`src/rtl/regfile_seq_ctrl.sv`:
```
// rtl/regfile_seq_ctrl.sv - sequencer for an 8x4 register file: init, reverse and bubble sort.
// All outputs come straight from registered state, so inputs never reach them combinationally.
module regfile_seq_ctrl (
  input  logic        clk,
  input  logic        rst_n,
  input  logic        start,
  input  logic [1:0]  mode,
  input  logic        abort,
  input  logic [31:0] r_flat,
  output logic        init,
  output logic        swap,
  output logic [2:0]  x,
  output logic [2:0]  y,
  output logic        busy,
  output logic        done,
  output logic [4:0]  swap_count
);

  localparam logic [2:0] S_IDLE = 3'd0;
  localparam logic [2:0] S_INIT = 3'd1;
  localparam logic [2:0] S_REV  = 3'd2;
  localparam logic [2:0] S_CMP  = 3'd3;
  localparam logic [2:0] S_SWP  = 3'd4;
  localparam logic [2:0] S_DONE = 3'd5;

  logic [2:0] state_q, state_d;
  logic [2:0] j_q, j_d;
  logic [2:0] limit_q, limit_d;
  logic       pass_swapped_q, pass_swapped_d;
  logic       desc_q, desc_d;
  logic [2:0] x_q, x_d;
  logic [2:0] y_q, y_d;
  logic [4:0] cnt_q, cnt_d;

  logic [2:0] j_nxt;
  logic [3:0] r_a, r_b;
  logic       out_of_order;
  logic       end_pass;

  assign j_nxt        = j_q + 3'd1;
  assign r_a          = r_flat[{j_q, 2'b00} +: 4];
  assign r_b          = r_flat[{j_nxt, 2'b00} +: 4];
  assign out_of_order = desc_q ? (r_a < r_b) : (r_a > r_b);
  assign end_pass     = (j_nxt == limit_q);

  always_comb begin
    state_d        = state_q;
    j_d            = j_q;
    limit_d        = limit_q;
    pass_swapped_d = pass_swapped_q;
    desc_d         = desc_q;
    x_d            = x_q;
    y_d            = y_q;
    cnt_d          = cnt_q;
    case (state_q)
      S_IDLE: begin
        if (start) begin
          cnt_d          = 5'd0;
          j_d            = 3'd0;
          limit_d        = 3'd7;
          pass_swapped_d = 1'b0;
          desc_d         = mode[0];
          if (mode == 2'b00) begin
            state_d = S_INIT;
          end else if (mode == 2'b01) begin
            state_d = S_REV;
            x_d     = 3'd0;
            y_d     = 3'd7;
          end else begin
            state_d = S_CMP;
          end
        end
      end
      S_INIT: state_d = S_DONE;
      S_REV: begin
        cnt_d = cnt_q + 5'd1;
        if (j_q == 3'd3) begin
          state_d = S_DONE;
        end else begin
          j_d = j_nxt;
          x_d = x_q + 3'd1;
          y_d = y_q - 3'd1;
        end
      end
      S_CMP: begin
        if (out_of_order) begin
          state_d = S_SWP;
          x_d     = j_q;
          y_d     = j_nxt;
        end else if (end_pass) begin
          if (!pass_swapped_q || limit_q == 3'd1) begin
            state_d = S_DONE;
          end else begin
            limit_d        = limit_q - 3'd1;
            j_d            = 3'd0;
            pass_swapped_d = 1'b0;
          end
        end else begin
          j_d = j_nxt;
        end
      end
      S_SWP: begin
        cnt_d          = cnt_q + 5'd1;
        pass_swapped_d = 1'b1;
        state_d        = S_CMP;
        // The swap itself marks this pass dirty, so only limit decides termination here.
        if (end_pass) begin
          if (limit_q == 3'd1) begin
            state_d = S_DONE;
          end else begin
            limit_d        = limit_q - 3'd1;
            j_d            = 3'd0;
            pass_swapped_d = 1'b0;
          end
        end else begin
          j_d = j_nxt;
        end
      end
      S_DONE:  state_d = S_IDLE;
      default: state_d = S_IDLE;
    endcase
    if (abort && state_q != S_IDLE && state_q != S_DONE) begin
      state_d = S_IDLE;
      cnt_d   = cnt_q;
      x_d     = x_q;
      y_d     = y_q;
    end
  end

  always_ff @(posedge clk or negedge rst_n) begin
    if (!rst_n) begin
      state_q        <= S_IDLE;
      j_q            <= 3'd0;
      limit_q        <= 3'd0;
      pass_swapped_q <= 1'b0;
      desc_q         <= 1'b0;
      x_q            <= 3'd0;
      y_q            <= 3'd0;
      cnt_q          <= 5'd0;
    end else begin
      state_q        <= state_d;
      j_q            <= j_d;
      limit_q        <= limit_d;
      pass_swapped_q <= pass_swapped_d;
      desc_q         <= desc_d;
      x_q            <= x_d;
      y_q            <= y_d;
      cnt_q          <= cnt_d;
    end
  end

  assign init       = (state_q == S_INIT);
  assign swap       = (state_q == S_REV) || (state_q == S_SWP);
  assign busy       = (state_q != S_IDLE);
  assign done       = (state_q == S_DONE);
  assign x          = x_q;
  assign y          = y_q;
  assign swap_count = cnt_q;

endmodule

```
`config.mk`:
```
export PLATFORM = sky130hd
export DESIGN_NAME = regfile_seq_ctrl
export DESIGN_NICKNAME = d
export VERILOG_FILES = /design/src/rtl/regfile_seq_ctrl.sv
export SDC_FILE = /design/constraint.sdc
export NUM_CORES = 1
export LEC_CHECK = 0
export BUFFER_PORTS_ARGS = -buffer_cell sky130_fd_sc_hd__buf_2
export CORE_MARGIN = 4
export CORE_UTILIZATION = 45
export CTS_CLUSTER_DIAMETER = 200
export CTS_CLUSTER_SIZE = 12
export DETAILED_ROUTE_END_ITERATION = 8
export GPL_ROUTABILITY_DRIVEN = 0
export PLACE_DENSITY = 0.72
export SYNTH_ARGS = -nofsm -noshare
export SYNTH_HDL_FRONTEND = slang
export SYNTH_SLANG_ARGS = --single-unit
```
`constraint.sdc`:
```
create_clock -name clk -period 4.65 [get_ports clk]
set_input_delay 0.2325 -clock clk [delete_from_list [all_inputs] [get_ports clk]]
set_output_delay 0.2325 -clock clk [all_outputs]
set_load 0.02 [all_outputs]
```
==> results by group, run 1 <==
Synthesis
  • Number of synthesized flops with an enable pin: 0
  • Register area share after synthesis: 25.8%
  • Synth Cell Area: 2130 µm²
  • Distinct cells, synth: 53
  • Synthesized flop and latch total: 22
  • YS warnings: 0
  • Mapped Cells: 224
  • Mean Syn Cell Area: 9.52 µm²
  • Mapped Nets: 273
  • Top_reg_cell synth: dfrtp_1
  • Asr flop ratio synth: 100%

Setup path
  • Crit-path max FO: 12
  • CP endpoint kind: register
  • Max stage delay cell, worst path: o21ai_1
  • CP peak stage delay: 0.76 ns
  • Setup crit start kind: register
  • CP Cell Sequence: ha_1, mux4_1, mux2i_1, ha_1, nor2b_1, o211ai_1, a21oi_1, o21ai_1, nor3_1, a211o_1
  • Arr. time, crit path: 4.16 ns
  • Setup Crit Path Kind: reg -> reg
  • Most used cell, CP: ha_1
  • Critical path's top delay family: compound AO/OA/AOI/OAI gates
  • Bufs and invs on worst path: 0
  • Required @ worst endpoint: 4.80 ns

Pwr
  • Maximum VDD drop: 0.361 mV
  • Net Switching: 0.778 mW
  • Switching part of the total: 48.6%
  • Reg power frac: 22.8%
  • Clock network power share: 8.8%
  • Int Power: 0.823 mW
  • Combinational power share: 68.5%
  • Leak: 1.17 nW
  • Power per cell area: 652 nW/µm²

STA
  • Final min period: 4.01 ns
  • Clk_skew: 0.00342 ns
  • Unrepaired setup endpoints after global routing: no
  • Worst-margin pin slew: 0.871 ns
  • Relative slew slack: 41.6%
  • Final period util: 86.2%
  • Final Hold Viols: 0
  • Setup Viol. Count Final: 0
  • Max Clk Rate: 250 MHz
  • Sum of negative setup slack: 0 ns
  • Final Max Tran Viols: 0

Layout
  • Layout cells sized above 1: 31.3%
  • Final instance area: 2460 µm²
  • Fillcell total: 413
  • Area Growth Syn to Fin: 15.2%
  • Nets: 318
  • Multi-input logic area: 1460 µm²
  • Sequential cell area: 551 µm²
  • Ant. Diodes: 0
  • Final Util: 54.9%

Floorplanning
  • Core box area: 4470 µm²
  • Die W: 76.9 µm
  • Io pins: 53
  • Die extent in y: 76.9 µm
  • Die area: 5910 µm²
  • Std cell rows: 24
  • Initial Utilization: 47.7%

Job
  • Max_cap viols: 0

Clock network
  • Clk buf depth: 2
  • PostCTS Resize Cnt: 0
  • Clock sinks: 22
  • CTS Hold Bufs: 1
  • H-tree depth: 1
  • Total setup buffers inserted after CTS: 0
  • Clk root buf: clkbuf_8
  • CTS tree: yes
  • Number of buffers created by CTS: 3
  • Worst skew pair latency: 0.27 ns
  • CTS clk-pin slew, worst paths: 0.08 ns

GRT
  • Initial antenna violation count: 0
  • Gr usage total: 18.1%
  • Vias in the first global route: 1914
  • GR Overflow Total: 0
  • Global-route wire length before repair: 8.78 mm
  • Largest net degree at the start of global routing: 23

Drt
  • Via density: 6.00
  • DRT iter0 DRCs: 114
  • Post-route ant nets: 0
  • Routed wire length: 5.23 mm
  • Residual DRC: 0
  • Routed WL per cell: 16.3 µm
  • First drt pass iteration count: 4
  • Routed vias: 1919

Placed design
  • Area after DPL: 2390 µm²
  • PortBufs: 52
  • Hpwl dp: 3.99 mm

Hold path
  • Hold WC Path Type: in -> reg

Run status
  • Outcome: finished, final reports clean
[routing by layer]
layer	track usage [%]	up-vias	routed length, µm
met2	31.3	71	2560
met5	0	-	0
met4	4.89	0	90
met3	3.63	16	293
li1	-	915	-
met1	22.8	917	2280
[cells in the mapped netlist (6+ instances only)]
cell | instances | share of area [%]
nand2b_1 | 7 | 2.1
mux2i_1 | 9 | 4.2
a21oi_1 | 19 | 4.5
nor2_1 | 21 | 3.7
mux4_2 | 11 | 12
clkbuf_1 | 6 | 1.1
nand2_1 | 20 | 3.5
o21ai_0 | 6 | 1.4
nor3_1 | 6 | 1.4
ha_1 | 11 | 6.5
inv_1 | 11 | 1.9
dfrtp_1 | 22 | 26
[final cells by class]
class                   count  area share (%)
repair buffers             55            11.6
well taps                  52            2.65
flip-flops and latches     22            22.4
clock buffers               4            2.24
inverters                  11            1.68
multi-input cells         176            59.4
[cells by family after synthesis]
kind of cell / after synthesis / synth area share [%]
AOI/OAI and AO/OA: 48 / 15.0
adders and majority gates: 11 / 6.45
muxes: 31 / 25.3
xor gates and xnor gates: 6 / 2.82
and+or+nand+nor: 80 / 18.8
DFF: 22 / 25.8
buffers and inverters: 26 / 5.75
[stage by stage]
step	cells	worst slack (ns)	hold WS [ns]	power, mW
final	320	0.643	0.242	1.60
after global routing	320	0.457	0.240	1.74
after CTS	320	0.669	0.235	1.60
after detailed placement	315	0.696	0.247	1.45
after global placement	315	0.909	0.231	1.43
after floorplan	224	1.45	-0.0631	1.24
[final timing paths]
| kind | start | to | slack, ns | cells after the start |
|---|---|---|---|---|
| hold reg to reg | swap_count[4] | swap_count[4] | 0.54 | 2 |
| max in group asynchronous | rst_n | y[2] | 3.80 | 2 |
| hold / removal | mode[0] | desc_q | 0.24 | 2 |
| setup / recovery | j_q[0] | x[2] | 0.64 | 10 |
| setup reg to reg | j_q[0] | x[2] | 0.64 | 10 |
| min in group asynchronous | rst_n | desc_q | 0.49 | 2 |
[state kept, by name, summed over array words and instances, names as in the netlist]
register        flops
state_q             3
j_q                 3
y                   3
desc_q              1
limit_q             3
x                   3
swap_count          5
pass_swapped_q      1
[cells in the final DEF (no fill, tap or decap), types with 2 or more instances in the layout]
cell type  synthesis  layout
nor3_1             6       6
and3_1             2       2
mux2_2             5       5
mux2i_1            9       9
o211ai_1           2       2
dfrtp_1           22      22
nor2b_1            4       4
o21ai_0            6       6
or2_2              2       2
buf_4              1       2
buf_2              5      52
or3_1              3       3
nand2b_1           7       7
nand4b_1           2       2
a41o_1             2       2
xnor2_1            2       2
xor2_1             3       3
clkbuf_8           0       4
nand3_1            3       3
ha_1              11      11
nor2_2             2       2
a21oi_1           19      19
nand2_1           20      20
inv_1             11      11
o31ai_1            4       4
nand4_1            3       3
mux4_1             5       5
mux4_2            11      11
nor2_1            21      21
[power groups by stage]
stage | registers (mW) | clock network, mW | logic, mW
finish | 0.364 | 0.141 | 1.10
global route | 0.379 | 0.152 | 1.21
CTS | 0.363 | 0.143 | 1.10
detailed placement | 0.367 | 0 | 1.09
global placement | 0.363 | 0 | 1.07
floorplan | 0.348 | 0 | 0.888
Power figures use the tool's default switching activity.
==> inputs of run 2 (changes only) <==
--- a/config.mk
+++ b/config.mk
@@ -6,9 +6,8 @@
 export NUM_CORES = 1
 export LEC_CHECK = 0
 export BUFFER_PORTS_ARGS = -buffer_cell sky130_fd_sc_hd__buf_2
-export CORE_MARGIN = 4
 export CORE_UTILIZATION = 45
-export CTS_CLUSTER_DIAMETER = 200
+export CTS_CLUSTER_DIAMETER = 50
 export CTS_CLUSTER_SIZE = 12
 export DETAILED_ROUTE_END_ITERATION = 8
 export GPL_ROUTABILITY_DRIVEN = 0
==> run 2 against run 1 <==
Register-to-register slack gained 0.04 ns. Worst setup slack gained 0.035 ns. Count of clock-buffer cells in the layout shrank 1. Clock power grew 30%. Cell count is the same. Maximum frequency grew 0.89%. Wire length shrank 5.5%. Clock skew grew 0.0069 ns. Critical path type unchanged. Critical endpoint unchanged. Highest routed layer unchanged.
==> results by group, run 2 (synthesized netlist as in run 1, its figures left out) <==
Run status
  • Outcome: finished, final reports clean (unchanged)

STA
  • Final min period: 3.97 ns (was 4.01 ns)
  • Sum of negative setup slack: 0 ns (unchanged)
  • Final Max Tran Viols: 0 (unchanged)
  • Setup Viol. Count Final: 0 (unchanged)
  • Final hold slack: 0.229 ns (was 0.242 ns)
  • Clk_skew: 0.0103 ns (was 0.00342 ns)
  • Final Hold Viols: 0 (unchanged)
  • Unrepaired setup endpoints after global routing: no (unchanged)
  • Worst-margin pin slew: 0.823 ns (was 0.871 ns)
  • Relative slew slack: 44.8% (was 41.6%)
  • Final period util: 85.4% (was 86.2%)
  • Max Clk Rate: 252 MHz (was 250 MHz)
  • Post-route setup slack: 0.679 ns (was 0.643 ns)

Layout
  • Layout cells sized above 1: 31.3% (unchanged)
  • Fillcell total: 407 (was 413)
  • Max reg flops: 5 (unchanged)
  • Nets: 318 (unchanged)
  • Layout Cells excl Fill: 320 (unchanged)
  • Final Util: 55.7% (was 54.9%)
  • Commonest non-fill, non-tap cell in the layout: buf_2 (unchanged)
  • Sequential cell area: 551 µm² (unchanged)
  • Final instance area: 2470 µm² (was 2460 µm²)
  • Multi-input logic area: 1460 µm² (unchanged)
  • Most frequent cells in the layout: buf_2, dfrtp_1, nor2_1 (unchanged)
  • Ant. Diodes: 0 (unchanged)
  • Area Growth Syn to Fin: 16.0% (was 15.2%)

Setup path
  • CP endpoint kind: register (unchanged)
  • R2r startpoint: j_q[1] (was j_q[0])
  • Setup Crit Path Kind: reg -> reg (unchanged)
  • Setup crit start kind: register (unchanged)
  • Critical Path Source: j_q[1] (was j_q[0])
  • Required @ worst endpoint: 4.81 ns (was 4.80 ns)
  • Crit-path max FO: 12 (unchanged)
  • Arr. time, crit path: 4.14 ns (was 4.16 ns)

Pwr
  • Power per cell area: 664 nW/µm² (was 652 nW/µm²)
  • Net Switching: 0.779 mW (was 0.778 mW)
  • Switching part of the total: 47.4% (was 48.6%)
  • Leak: 1.18 nW (was 1.17 nW)
  • Total chip power: 1.64 mW (was 1.60 mW)
  • Reg power frac: 22.0% (was 22.8%)
  • Clock network power share: 11.2% (was 8.8%)
  • Combinational power share: 66.8% (was 68.5%)
  • Maximum VDD drop: 0.288 mV (was 0.361 mV)
  • Int Power: 0.865 mW (was 0.823 mW)

Clock network
  • Clock sinks: 22 (unchanged)
  • Number of buffers created by CTS: 3 (unchanged)
  • H-tree depth: 1 (unchanged)
  • Clk buf depth: 2 (unchanged)
  • CTS tree: yes (unchanged)
  • PostCTS Resize Cnt: 0 (unchanged)
  • Clk root buf: clkbuf_8 (unchanged)
  • Worst skew pair latency: 0.27 ns (about the same)
  • CTS clk-pin slew, worst paths: 0.09 ns (was 0.08 ns)
  • Total setup buffers inserted after CTS: 0 (unchanged)

Floorplanning
  • Die area: 5020 µm² (was 5910 µm²)
  • Die W: 70.9 µm (was 76.9 µm)
  • Io pins: 53 (unchanged)
  • Die extent in y: 70.9 µm (was 76.9 µm)
  • Core box area: 4440 µm² (was 4470 µm²)
  • Initial Utilization: 48.0% (was 47.7%)
  • Std cell rows: 24 (unchanged)

Drt
  • Routed vias: 1899 (was 1919)
  • Residual DRC: 0 (unchanged)
  • DRT iter0 DRCs: 119 (was 114)
  • Routed WL per cell: 15.4 µm (was 16.3 µm)
  • Routed wire length: 4.94 mm (was 5.23 mm)
  • Via density: 5.93 (was 6.00)
  • Post-route ant nets: 0 (unchanged)
  • First drt pass iteration count: 7 (was 4)

Hold path
  • Hold WC Path Type: in -> reg (unchanged)
  • Worst min-delay path startpoint: mode[0] (unchanged)

Placed design
  • PortBufs: 52 (unchanged)
  • Area after DPL: 2390 µm² (unchanged)
  • Hpwl dp: 3.82 mm (was 3.99 mm)
  • Place WS: 0.686 ns (was 0.696 ns)
  • Placed insts: 315 (unchanged)

Job
  • Max_cap viols: 0 (unchanged)

GRT
  • Largest net degree at the start of global routing: 23 (unchanged)
  • Initial antenna violation count: 0 (unchanged)
  • Gr usage total: 21.6% (was 18.1%)
  • GR Overflow Total: 0 (unchanged)
  • Global-route wire length before repair: 8.60 mm (was 8.78 mm)
  • Vias in the first global route: 1824 (was 1914)
-- run 2: final timing paths --
check	end	slack, ns	depth (start not counted)
max	x[2]	0.68	10
min	desc_q	0.23	2
max reg2reg	x[2]	0.68	10
min reg2reg	x[1]	0.52	2
max in group asynchronous	j_q[2]	3.83	2
min in group asynchronous	state_q[1]	0.46	2
-- run 2: power groups by stage --
stage / registers (mW) / logic, mW / clock network, mW
floorplan: 0.348 / 0.888 / 0
global placement: 0.364 / 1.07 / 0
detailed placement: 0.366 / 1.09 / 0
CTS: 0.362 / 1.09 / 0.189
global route: 0.379 / 1.21 / 0.195
finish: 0.362 / 1.10 / 0.184
-- run 2: layout make-up --
class	instances	share of cell area (%)
Sequential cell	22	22.3
Inverter	11	1.67
Tap cell	52	2.63
Clock inverter	1	1.21
Multi-Input combinational cell	176	59.0
Clock buffer	3	1.67
Timing Repair Buffer	55	11.5
-- run 2: per-layer routing --
layer | part of all wire [%] | routed length, µm | vias to the layer above | GRT usage [%]
met4 | 1.5 | 72 | 0 | 6.00
met5 | 0 | 0 | - | 0
met2 | 49 | 2400 | 65 | 35.7
li1 | - | - | 916 | -
met1 | 44 | 2200 | 910 | 29.1
met3 | 5.4 | 267 | 8 | 3.99
-- run 2: critical path: stages, from the launching register on --
cell      delay (ns)
dfrtp_1         0.39
ha_1            0.63
mux4_1          0.63
mux2i_1         0.15
ha_1            0.26
nor2b_1         0.14
o211ai_1        0.29
a21oi_1         0.27
o21ai_1         0.72
nor3_1          0.09
a211o_1         0.30
-- run 2: repair_timing --
| action | in CTS | in global routing |
|---|---|---|
| setup endpoints to repair | 0 | 0 |
| endpoints found under the hold margin | 22 | 0 |
| hold buffers | 1 | 0 |
==> inputs of run 3 (changes only) <==
--- a/config.mk
+++ b/config.mk
@@ -6,6 +6,7 @@
 export NUM_CORES = 1
 export LEC_CHECK = 0
 export BUFFER_PORTS_ARGS = -buffer_cell sky130_fd_sc_hd__buf_2
+export CORE_ASPECT_RATIO = 2
 export CORE_UTILIZATION = 45
 export CTS_CLUSTER_DIAMETER = 50
 export CTS_CLUSTER_SIZE = 12
==> constraint.sdc (replaced) <==
create_clock -name clk -period 4.6 [get_ports clk]
set_input_delay 0.23 -clock clk [delete_from_list [all_inputs] [get_ports clk]]
set_output_delay 0.23 -clock clk [all_outputs]
set_load 0.02 [all_outputs]
==> run 3 against run 2 <==
Count of clock-buffer cells in the layout unchanged. First-iteration DRC count is 65% lower. Wire length is 2.7% lower. Cell count increased by 0.94%. Flip-flop and latch count unchanged. Worst hold slack improved by 0.012 ns. Power up 1.1%. Worst setup slack gained 0.045 ns. Sequential share of layout area about the same.
==> results by group, run 3 (synthesized netlist as in run 1, its figures left out) <==
Setup path
  • Reg2Reg Depth: 9 (was 10)
  • Max stage delay cell, worst path: ha_1 (was o21ai_1)
  • CP peak stage delay: 0.69 ns (was 0.72 ns)
  • Arr. time, crit path: 4.04 ns (was 4.14 ns)
  • FF-to-FF setup slack: 0.72 ns (was 0.68 ns)
  • Setup crit start kind: register (unchanged)
  • WP depth: 9 (was 10)
  • Required @ worst endpoint: 4.76 ns (was 4.81 ns)
  • Bufs and invs on worst path: 0 (unchanged)
  • Critical Path Source: j_q[1] (unchanged)
  • Critical path's top delay family: multiplexers (was compound AO/OA/AOI/OAI gates)
  • Crit-path max FO: 11 (was 12)
  • Worst Setup EP: j_q[0] (was x[2])
  • Reg2Reg Capture Point: j_q[0] (was x[2])
  • R2r startpoint: j_q[1] (unchanged)
  • CP endpoint kind: register (unchanged)
  • CP Cell Sequence: ha_1, mux4_2, mux2_2, ha_1, a41o_1, a21oi_1, a21oi_1, o2111ai_1, mux2_2 (was ha_1, mux4_1, mux2i_1, ha_1, nor2b_1, o211ai_1, a21oi_1, o21ai_1, nor3_1, a211o_1)
  • Setup Crit Path Kind: reg -> reg (unchanged)

GRT
  • Vias in the first global route: 1975 (was 1824)
  • Initial antenna violation count: 0 (unchanged)
  • Largest net degree at the start of global routing: 23 (unchanged)
  • Gr usage total: 21.9% (was 21.6%)
  • GR Overflow Total: 0 (unchanged)
  • Global-route wire length before repair: 8.50 mm (was 8.60 mm)

Clock network
  • CTS Hold Bufs: 1 (unchanged)
  • Clk buf depth: 2 (unchanged)
  • PostCTS Resize Cnt: 0 (unchanged)
  • Worst skew pair latency: 0.27 ns (about the same)
  • CTS clk-pin slew, worst paths: 0.09 ns (about the same)
  • Number of buffers created by CTS: 3 (unchanged)
  • Clk root buf: clkbuf_8 (unchanged)
  • Total setup buffers inserted after CTS: 0 (unchanged)
  • H-tree depth: 1 (unchanged)
  • Clock sinks: 22 (unchanged)
  • CTS tree: yes (unchanged)

Floorplanning
  • Io pins: 53 (unchanged)
  • Core box area: 4600 µm² (was 4440 µm²)
  • Std cell rows: 35 (was 24)
  • Die W: 50.7 µm (was 70.9 µm)
  • Die area: 5040 µm² (was 5020 µm²)
  • Die extent in y: 99.4 µm (was 70.9 µm)
  • Initial Utilization: 46.4% (was 48.0%)

Hold path
  • Worst hold path cell count: 2 (unchanged)
  • Hold WC Path Type: in -> reg (unchanged)

STA
  • Final hold slack: 0.241 ns (was 0.229 ns)
  • Unrepaired setup endpoints after global routing: no (unchanged)
  • Final min period: 3.88 ns (was 3.97 ns)
  • Worst-margin pin slew: 0.664 ns (was 0.823 ns)
  • Setup Viol. Count Final: 0 (unchanged)
  • Sum of negative setup slack: 0 ns (unchanged)
  • Final Max Tran Viols: 0 (unchanged)
  • Clk_skew: 0.00352 ns (was 0.0103 ns)
  • Final period util: 84.3% (was 85.4%)
  • Final Hold Viols: 0 (unchanged)
  • Post-route setup slack: 0.724 ns (was 0.679 ns)
  • Relative slew slack: 55.7% (was 44.8%)
  • Max Clk Rate: 258 MHz (was 252 MHz)

Layout
  • Area Growth Syn to Fin: 16.1% (was 16.0%)
  • Commonest non-fill, non-tap cell in the layout: buf_2 (unchanged)
  • Nets: 318 (unchanged)
  • Max reg flops: 5 (unchanged)
  • Most frequent cells in the layout: buf_2, dfrtp_1, nor2_1 (unchanged)
  • Ant. Diodes: 0 (unchanged)
  • Layout cells sized above 1: 31.3% (unchanged)
  • Layout Cells excl Fill: 323 (was 320)

Drt
  • DRT iter0 DRCs: 42 (was 119)
  • First drt pass iteration count: 4 (was 7)
  • Routed wire length: 4.81 mm (was 4.94 mm)
  • Routed WL per cell: 14.9 µm (was 15.4 µm)
  • Residual DRC: 0 (unchanged)
  • Post-route ant nets: 0 (unchanged)
  • Routed vias: 1893 (was 1899)
  • Via density: 5.86 (was 5.93)

Pwr
  • Power per cell area: 670 nW/µm² (was 664 nW/µm²)
  • Total chip power: 1.66 mW (was 1.64 mW)
  • Leak: 1.18 nW (about the same)
  • Maximum VDD drop: 0.421 mV (was 0.288 mV)

Placed design
  • Hpwl dp: 3.90 mm (was 3.82 mm)
  • PortBufs: 52 (unchanged)
  • Place WS: 0.705 ns (was 0.686 ns)
  • Placed insts: 318 (was 315)

Run status
  • Outcome: finished, final reports clean (unchanged)

Job
  • Max_cap viols: 0 (unchanged)
## run 3: cell counts in the layout (fill, tap and decap cells not counted)
No cell type changed its count.
## run 3: area by class of cell
type,instances,area [µm²]
Clock buffer,3,41.3
Timing Repair Buffer,55,285
Sequential cell,22,551
Clock inverter,1,30.0
Inverter,11,41.3
Fill cell,466,2120
Multi-Input combinational cell,176,1460
Tap cell,55,68.8
## run 3: layer usage
layer  share of wire, %  global-route usage, %  vias up
met4                1.7                   7.69        0
met1                 37                   22.2      911
li1                   -                      -      915
met3                3.4                   1.22        6
met5                  0                      0        -
met2                 58                   44.1       61
## run 3: power by group
part	switching, mW	internal, mW	leakage (nW)
clock network	0.0689	0.116	0.0357
logic	0.599	0.499	0.874
registers	0.117	0.260	0.269
## run 3: worst min path at each step
stage / from / endpoint / slack, ns
after floorplan: rst_n / desc_q / -0.07
after global placement: rst_n / limit_q[1] / 0.23
after detailed placement: rst_n / limit_q[0] / 0.23
after CTS: abort / state_q[2] / 0.24
after global routing: mode[0] / desc_q / 0.25
final: abort / state_q[2] / 0.24
## run 3: stage by stage
step / cell area (µm²) / util [%]
finish: 2480 / 53.9
global route: 2480 / 53.9
CTS: 2480 / 53.9
detailed placement: 2400 / 52.1
global placement: 2400 / 52.1
floorplan: 2130 / -
